--- config.mk ---
export PLATFORM = sky130hd
export DESIGN_NAME = iter_shifter
export DESIGN_NICKNAME = d
export VERILOG_FILES = /design/src/rtl/shifter_pkg.sv /design/src/rtl/shift_step.sv /design/src/rtl/iter_shifter.sv
export SDC_FILE = /design/constraint.sdc
export NUM_CORES = 1
export LEC_CHECK = 0
export ABC_CLOCK_PERIOD_IN_PS = 2090
export BUFFER_PORTS_ARGS = -buffer_cell sky130_fd_sc_hd__buf_2
export CAP_MARGIN = 20
export CORE_MARGIN = 2
export CORE_UTILIZATION = 40
export CTS_CLUSTER_SIZE = 40
export DETAILED_ROUTE_END_ITERATION = 16
export MAX_ROUTING_LAYER = met4
export PLACE_DENSITY = 0.75
export SLEW_MARGIN = 20
export SYNTH_ARGS = -nofsm -noshare
export SYNTH_HDL_FRONTEND = slang
export SYNTH_SLANG_ARGS = --single-unit
--- constraint.sdc ---
create_clock -name clk -period 2.09 [get_ports clk]
set_clock_uncertainty 0.1 [all_clocks]
set_input_delay 0.1045 -clock clk [delete_from_list [all_inputs] [get_ports clk]]
set_output_delay 0.1045 -clock clk [all_outputs]
set_load 0.02 [all_outputs]
--- src/rtl/shifter_pkg.sv ---
// Shared definitions for the iterative shifter: operation codes and FSM encoding.
package shifter_pkg;

    localparam logic [2:0] MODE_PASS = 3'b000;
    localparam logic [2:0] MODE_LSL  = 3'b001;
    localparam logic [2:0] MODE_LSR  = 3'b010;
    localparam logic [2:0] MODE_ASR  = 3'b011;
    localparam logic [2:0] MODE_ROR  = 3'b100;
    localparam logic [2:0] MODE_ROL  = 3'b101;

    typedef enum logic [1:0] {
        S_IDLE = 2'b00,
        S_RUN  = 2'b01,
        S_DONE = 2'b10
    } state_t;

    // Codes 110 and 111 carry no operation; they complete at once and flag err.
    function automatic logic is_reserved(input logic [2:0] m);
        return (m == 3'b110) || (m == 3'b111);
    endfunction

endpackage

--- src/rtl/shift_step.sv ---
// One combinational shift/rotate step of k positions (k = 0..STEP).
module shift_step
    import shifter_pkg::*;
#(
    parameter int WIDTH = 16,
    parameter int STEP  = 1,
    parameter int AMT_W = $clog2(WIDTH),
    parameter int KW    = $clog2(STEP + 1)
) (
    input  logic [WIDTH-1:0] value,
    input  logic [2:0]       mode,
    input  logic [KW-1:0]    k,
    output logic [WIDTH-1:0] result,
    output logic             carry
);

    // k is widened to a common width that can also hold WIDTH itself.
    localparam int KXW = AMT_W + 1;
    typedef logic [KXW-1:0] kx_t;
    localparam kx_t W_X   = kx_t'(WIDTH);
    localparam kx_t ONE_X = kx_t'(1);

    kx_t              kk;
    logic [WIDTH-1:0] lsl_out_s;
    logic [WIDTH-1:0] lsr_out_s;

    assign kk = kx_t'(k);
    // Bit WIDTH-k lands at position 0 after this shift; it is the last bit an LSL pushes out.
    assign lsl_out_s = value >> (W_X - kk);
    // Bit k-1 lands at position 0; it is the last bit a right shift pushes out.
    assign lsr_out_s = value >> (kk - ONE_X);

    // Select the operation; zero movement always reports carry 0.
    always_comb begin
        result = value;
        carry  = 1'b0;
        case (mode)
            MODE_LSL: begin
                result = value << kk;
                carry  = lsl_out_s[0];
            end
            MODE_LSR: begin
                result = value >> kk;
                carry  = lsr_out_s[0];
            end
            MODE_ASR: begin
                result = WIDTH'($signed(value) >>> kk);
                carry  = lsr_out_s[0];
            end
            MODE_ROR: begin
                result = (value >> kk) | (value << (W_X - kk));
                carry  = result[WIDTH-1];
            end
            MODE_ROL: begin
                result = (value << kk) | (value >> (W_X - kk));
                carry  = result[0];
            end
            default: begin
                result = value;
                carry  = 1'b0;
            end
        endcase
        if (kk == kx_t'(0)) begin
            carry = 1'b0;
        end else begin
            carry = carry;
        end
    end

endmodule

--- src/rtl/iter_shifter.sv ---
// Multi-cycle shifter/rotator: moves up to STEP positions per clock with a start/busy/done handshake.
module iter_shifter
    import shifter_pkg::*;
#(
    parameter int WIDTH = 16,
    parameter int STEP  = 1,
    parameter int AMT_W = $clog2(WIDTH)
) (
    input  logic             clk,
    input  logic             reset,
    input  logic             start,
    input  logic [WIDTH-1:0] in,
    input  logic [2:0]       mode,
    input  logic [AMT_W-1:0] amt,
    output logic             busy,
    output logic             done,
    output logic [WIDTH-1:0] sout,
    output logic             carry,
    output logic             err
);

    localparam int KW  = $clog2(STEP + 1);
    localparam int KXW = AMT_W + 1;
    typedef logic [KXW-1:0] kx_t;
    localparam kx_t STEP_X = kx_t'(STEP);

    state_t           state_r, state_next_s;
    logic [AMT_W-1:0] rem_r;
    logic [WIDTH-1:0] work_r;
    logic             carry_r;
    logic [2:0]       mode_r;
    logic             err_r;

    logic             accept_s;
    logic             short_s;
    kx_t              rem_x_s;
    kx_t              k_x_s;
    logic [WIDTH-1:0] step_val_s;
    logic             step_carry_s;

    assign accept_s = start && ((state_r == S_IDLE) || (state_r == S_DONE));
    // Operations with nothing to move skip RUN entirely.
    assign short_s  = (amt == '0) || (mode == MODE_PASS) || is_reserved(mode);
    assign rem_x_s  = kx_t'(rem_r);
    assign k_x_s    = (rem_x_s < STEP_X) ? rem_x_s : STEP_X;

    shift_step #(
        .WIDTH (WIDTH),
        .STEP  (STEP),
        .AMT_W (AMT_W),
        .KW    (KW)
    ) u_step (
        .value  (work_r),
        .mode   (mode_r),
        .k      (k_x_s[KW-1:0]),
        .result (step_val_s),
        .carry  (step_carry_s)
    );

    // State register.
    always_ff @(posedge clk or posedge reset) begin
        if (reset) begin
            state_r <= S_IDLE;
        end else begin
            state_r <= state_next_s;
        end
    end

    // Next-state logic; DONE accepts a new start just like IDLE.
    always_comb begin
        state_next_s = state_r;
        case (state_r)
            S_IDLE: begin
                if (start) begin
                    state_next_s = short_s ? S_DONE : S_RUN;
                end else begin
                    state_next_s = S_IDLE;
                end
            end
            S_RUN: begin
                if (rem_x_s <= STEP_X) begin
                    state_next_s = S_DONE;
                end else begin
                    state_next_s = S_RUN;
                end
            end
            S_DONE: begin
                if (start) begin
                    state_next_s = short_s ? S_DONE : S_RUN;
                end else begin
                    state_next_s = S_IDLE;
                end
            end
            default: state_next_s = S_IDLE;
        endcase
    end

    // Working register, remaining count, carry and latched operation.
    always_ff @(posedge clk or posedge reset) begin
        if (reset) begin
            work_r  <= '0;
            rem_r   <= '0;
            carry_r <= 1'b0;
            mode_r  <= MODE_PASS;
            err_r   <= 1'b0;
        end else if (accept_s) begin
            work_r  <= in;
            rem_r   <= amt;
            carry_r <= 1'b0;
            mode_r  <= mode;
            err_r   <= is_reserved(mode);
        end else if (state_r == S_RUN) begin
            work_r  <= step_val_s;
            rem_r   <= rem_r - k_x_s[AMT_W-1:0];
            carry_r <= step_carry_s;
        end
    end

    assign busy  = (state_r == S_RUN);
    assign done  = (state_r == S_DONE);
    assign err   = (state_r == S_DONE) && err_r;
    assign sout  = work_r;
    assign carry = carry_r;

endmodule

==> run metrics, run 1 <==
status complete, no violations; hold path start amt[1]; die height 67.57 um; area grow syn2layout 35.91%; # DRC 0; total number of vias 1,527; Post-Synth Adder-Cell Area 1.548%; flop-to-flop setup slack 0.24 ns; sw frac 47.74%; worst path bufs/invs 0; Mapped Avg Cell Area 9.680 um2; Max rail drop VDD 0.4890 mV; xor-xnor portion of the synthesized cell area 0%; worst slack, placed 0.2361 ns; WS Path Type register to register; register area share after synthesis 41.80%; fin util 55.73%; EDFF count, synth 0; initial DRC count 81; DR WL met3 91 um; Final ANT Viol Nets 0; vias in the first global route 1,400; Crit path arrival time 1.96 ns; share of post-route cells with drive strength above 1 30.71%; Internal 1785 uW; synthesized net count 195; fin crit share 88.75%; die area 4566 um2; Yosys top cell by area dfrtp_1; Ports 46; Core Area 3943 um2; #FFs+latches synth 27; Synth async-reset ratio 100.0%; complex-gate fraction of the synthesized area 22.60%; Ys Warns 0; die width 67.57 um; R2R Path End sout[8]$_DFFE_PP0P_; Hold Fails Final Rpt 0; Tmin final 1.855 ns; GRT Util Overall 19.02%; crit-path cells or4_4 -> a41oi_4 -> nand2_1 -> o211ai_2; Finished Cell Area 2197 um2; number of port buffers 45; Setup crit start kind register; CTS tree built; largest net degree at the start of global routing 28; Seq pwr share 30.9%; CTS Buffer Depth 2; Comb pwr share 60.3%; cell family with most CP delay simple AND/OR/NAND/NOR gates; Yosys top cell area share 41.80%; first-pass GRT wire length 6.472 mm; detailed placement HPWL 2.777 mm; Synth Cell Area 1617 um2; GRT overflow 0; Clock Latency Late Sink 0.27 ns; TritonCTS Buffers 3; largest stage delay on the critical path 0.59 ns; H-tree Lvls 1; Cell Pwr Density 1555 nW/um2; fmax 0.5391 GHz; main combinational cell family by area after synthesis compound AO/OA/AOI/OAI gates; Slew Viols, Final 0; Least-Margin Pin Slew 0.4861 ns; Root Buffer clkbuf_8; ranking of synthesized cells by area dfrtp_1, nand2_1, mux2i_1, o211ai_2, o21ai_0; Area after DPL 1922 um2; Hold Path Depth 2; Post-Synthesis Cells 167; crit path max fanout 15; Leak 0.001064 uW; Primary FF master, synth dfrtp_1; Min-Delay Path Class input port to register; Detailed Routing Iterations Pass 1 4; Worst EP required 2.19 ns; Initial Utilization 41.00%; Rows 23; n_diodes 0; Synth Area in Simple Gates 20.20%; final setup vio count 0; normalized max-slew margin 67.49%; Hold Path End rem_r[1]$_DFFE_PP0P_; Crit-path slowest cell or4_4; RSZ-0062 raised after global routing no; DR top layer met4; # resized after CTS 0; Clk pwr share 8.7%; crit end category register; multiplexer share of the synthesized area 8.669%; setup_tns 0 ns; WL met1 1.783 mm; vias per cell 5.247; final worst slack 0.2351 ns; Clock Sinks 27; WL final 4.043 mm; Reg-to-Reg Start rem_r[0]$_DFFE_PP0P_; distinct cell type count after synthesis 41; drt wl/cell 13.89 um; Final nets 270; R2R cell count 4; Worst-path clk slew 0.09 ns; Psw 1631 uW; GP Congestion 0.8440; initial antenna violation count 0; routed wl met2 2.074 mm; Max Cap Viol 0; overall power 3417 uW
-- timing repair --
item | 4_1_cts | 5_1_grt
endpoints found under the hold margin | 49 | 0
hold buffers | 23 | 0
endpoints found under the setup margin | 0 | 0
buffers inserted | 0 | 0
-- cells in the final DEF, fill, tap and decap left out, types with 2 or more instances in the layout --
cell           instances
nor2b_1                2
dfrtp_1               27
nand2b_1               4
dlygate4sd3_1         23
nor3_1                 2
nand2_1               44
o211ai_1               5
o311ai_0               2
ha_1                   2
a21oi_1                3
o211ai_2              10
o21ai_0                8
mux2i_1               14
a221o_1                2
buf_4                 10
nand3_1                3
nor2_1                 2
nand4_1                3
inv_1                  6
clkbuf_8               3
a211o_1                2
buf_2                 45
-- per-stage QoR --
step | hold WS (ns) | instances
floorplan | 0.05722 | 167
global placement | 0.08451 | 264
detailed placement | 0.08628 | 264
CTS | 0.003045 | 291
global route | 0.01681 | 291
finish | 0.006378 | 291
-- how the worst max path moves through the flow --
| stage | from | to | cells past startpoint |
|---|---|---|---|
| 6_report | rem_r[0]$_DFFE_PP0P_ | sout[8]$_DFFE_PP0P_ | 4 |
| 3_3_place_gp | rem_r[0]$_DFFE_PP0P_ | sout[13]$_DFFE_PP0P_ | 4 |
| 2_1_floorplan | rem_r[0]$_DFFE_PP0P_ | sout[1]$_DFFE_PP0P_ | 5 |
| 3_5_place_dp | rem_r[0]$_DFFE_PP0P_ | sout[8]$_DFFE_PP0P_ | 4 |
| 5_1_grt | state_r[0]$_DFF_PP0_ | sout[13]$_DFFE_PP0P_ | 5 |
| 4_1_cts | rem_r[0]$_DFFE_PP0P_ | sout[8]$_DFFE_PP0P_ | 4 |
-- power groups by stage --
stage	Clock [uW]	Combinational [uW]	Sequential, uW
floorplan	0	1360	1200
global placement	0	1970	1060
detailed placement	0	2030	1060
CTS	305	2070	1050
global route	320	2270	1100
finish	299	2060	1060
-- sequential cells by signal (all words and copies together) (netlist names) --
name and count:
mode_r 3, rem_r 4, state_r 2, sout 16, err_r 1, carry 1
-- kinds of logic (layout without fill, tap and decap cells) --
group	count (synthesis)	in the layout
adder cells (fa/ha/maj)	2	2
AO/OA/AOI/OAI	40	40
flip-flops	27	27
multiplexers	14	14
buffers and inverters	15	89
AND/OR/NAND/NOR	69	69
-- area by class of cell --
cell class / instances / area, um2
fill: 358 / 1745
multi-input combinational: 125 / 857.1
sequential: 27 / 675.6
timing repair buffer: 78 / 530.5
tap: 50 / 62.56
clock buffer: 4 / 45.04
inverter: 7 / 26.28
-- layer usage --
metal / vias to the layer above / global-route usage [%]
met2: 31 / 31.00
li1: 753 / -
met1: 733 / 24.43
met4: 0 / 6.633
met3: 10 / 2.167
met5: - / -
-- cells in the mapped netlist, drive strengths merged, types with 3 or more instances --
library cell	n
nand2	44
dfrtp	27
o211ai	15
mux2i	14
o21ai	9
inv	6
buf	5
nand2b	4
nand4	4
a21oi	3
clkbuf	3
nand3	3
nor2b	3
(Power assumes the default switching activity.)
==> run 2, diff against run 1 <==
- PLACE_DENSITY: 0.75 -> not set
- PLACE_DENSITY_LB_ADDON: not set -> 0.15
==> run metrics, run 2 (synthesized netlist as in run 1, its figures left out) <==
status complete, no violations; Tmin final 1.867 ns (+0.01252 ns); drt wl/cell 13.50 um (-2.8%); initial DRC count 83 (+2.5%); Initial Utilization 41.00% (unchanged); die width 67.57 um (unchanged); Core Area 3943 um2 (unchanged); Layout Cells excl Fill 288 (-1.0%); Worst-path clk slew 0.09 ns (about the same); largest net degree at the start of global routing 28 (unchanged); CTS tree built; Worst EP required 2.19 ns (about the same); Clk pwr share 8.7% (about the same); fmax 0.5355 GHz (-0.67%); fillers 361 (+0.84%); H-tree Lvls 1 (unchanged); Hold Path Depth 4 (+2); Min-Delay Path Class input port to register; dpl cells 260 (-1.5%); normalized max-slew margin 57.90% (-9.6 points); most frequent cells in the layout buf_2, nand2_1, dfrtp_1, dlygate4sd3_1, mux2i_1; Area after DPL 1892 um2 (-1.6%); Slew Viols, Final 0 (unchanged); Rows 23 (unchanged); Comb pwr share 59.1% (-1.2 points); flop-to-flop setup slack 0.22 ns (about the same); Hold Path End mode_r[1]$_DFFE_PP0P_; WL final 3.889 mm (-3.8%); TritonCTS Buffers 3 (unchanged); R2R Path End sout[5]$_DFFE_PP0P_; Reg-to-Reg Start rem_r[0]$_DFFE_PP0P_; Clock Sinks 27 (unchanged); setup_tns 0 ns (unchanged); final setup vio count 0 (unchanged); Final ANT Viol Nets 0 (unchanged); fin crit share 89.35% (+0.60 points); commonest non-fill, non-tap cell in the layout buf_2; n_diodes 0 (unchanged); Hold Fails Final Rpt 0 (unchanged); register area 675.6 um2 (unchanged); Root Buffer clkbuf_8; die area 4566 um2 (unchanged); Crit path arrival time 1.96 ns (about the same); Leak 0.001049 uW (-1.5%); Setup crit start kind register; Max rail drop VDD 0.7888 mV (+61%); crit end category register; total number of vias 1,470 (-3.7%); initial antenna violation count 0 (unchanged); vias per cell 5.104 (-2.7%); Psw 1607 uW (-1.5%); Finished Cell Area 2177 um2 (-0.91%); Clock Latency Late Sink 0.27 ns (about the same); GRT Util Overall 18.95% (-0.070 points); # DRC 0 (unchanged); area grow syn2layout 34.68%; number of port buffers 45 (unchanged); Largest register FFs 16 (unchanged); first-pass GRT wire length 6.465 mm (-0.11%); hold path start start; Seq pwr share 32.2% (+1.3 points); CTS Buffer Depth 2 (unchanged); Detailed Routing Iterations Pass 1 4 (unchanged); die height 67.57 um (unchanged); RSZ-0062 raised after global routing no; Ports 46 (unchanged); WS Path Type register to register; Multi-input gate area 857.1 um2 (unchanged); Cell Pwr Density 1539 nW/um2 (-1.1%); Final nets 267 (-1.1%); detailed placement HPWL 2.764 mm (-0.48%); Least-Margin Pin Slew 0.6258 ns (+0.1396 ns); GP Congestion 0.7657 (-9.3%); sw frac 47.96% (+0.22 points); # resized after CTS 0 (unchanged); Max Cap Viol 0 (unchanged); GRT overflow 0 (unchanged); vias in the first global route 1,419 (+1.4%); crit path max fanout 15 (unchanged); share of post-route cells with drive strength above 1 29.41% (-1.3 points); Internal 1743 uW (-2.4%); R2R cell count 4 (unchanged)
[run 2: changes by cell type in the layout (fill, tap and decap cells not counted)]
cell	before	now
buf_4	10	6
dlygate4sd3_1	23	24
[run 2: timing repair]
action	4_1_cts	5_1_grt
endpoints found under the hold margin	50	0
buffers inserted	0	0
hold buffers	24	0
[run 2: critical path, stage by stage, from the launching register on]
cell and delay (ns):
dfrtp_1 0.43, or4_4 0.59, a41oi_4 0.45, nand2_1 0.13, o211ai_2 0.09
[run 2: layout make-up]
cell class,count,share of cell area (%)
multi-input combinational,125,39.37
timing repair buffer,75,23.45
inverter,7,1.207
tap,50,2.874
clock buffer,4,2.069
sequential,27,31.03
[run 2: metal layers]
layer	up-vias	part of all wire, %	GRT usage, %
li1	749	-	-
met1	671	49	25.86
met2	50	45	29.78
met3	0	5.5	4.000
met4	0	0	2.296
met5	-	0	-
[run 2: how the worst max path moves through the flow]
stage	startpoint	to	slack [ns]	cells past startpoint
floorplan	rem_r[0]$_DFFE_PP0P_	sout[1]$_DFFE_PP0P_	0.41	5
global placement	rem_r[0]$_DFFE_PP0P_	sout[4]$_DFFE_PP0P_	0.27	4
detailed placement	rem_r[0]$_DFFE_PP0P_	sout[13]$_DFFE_PP0P_	0.21	4
CTS	rem_r[0]$_DFFE_PP0P_	sout[13]$_DFFE_PP0P_	0.19	4
global route	state_r[0]$_DFF_PP0_	sout[10]$_DFFE_PP0P_	0.05	5
finish	rem_r[0]$_DFFE_PP0P_	sout[5]$_DFFE_PP0P_	0.22	4
[run 2: per-stage QoR]
stage	worst slack (ns)	total power (uW)	hold WS, ns	util, %
after floorplan	0.4078	2560	0.05722	-
after global placement	0.2734	2977	0.08106	47.98
after detailed placement	0.2119	3049	0.08745	47.98
after CTS	0.1944	3386	0.1505	55.22
after global routing	0.05081	3641	0.1928	55.22
final	0.2226	3350	0.1610	55.22
[run 2: power by group through the flow]
| stage | Combinational, uW | Clock, uW | Sequential [uW] |
|---|---|---|---|
| final | 1980 | 292 | 1080 |
| after global routing | 2180 | 335 | 1120 |
| after CTS | 2000 | 307 | 1080 |
| after detailed placement | 1960 | 0 | 1090 |
| after global placement | 1910 | 0 | 1070 |
| after floorplan | 1360 | 0 | 1200 |
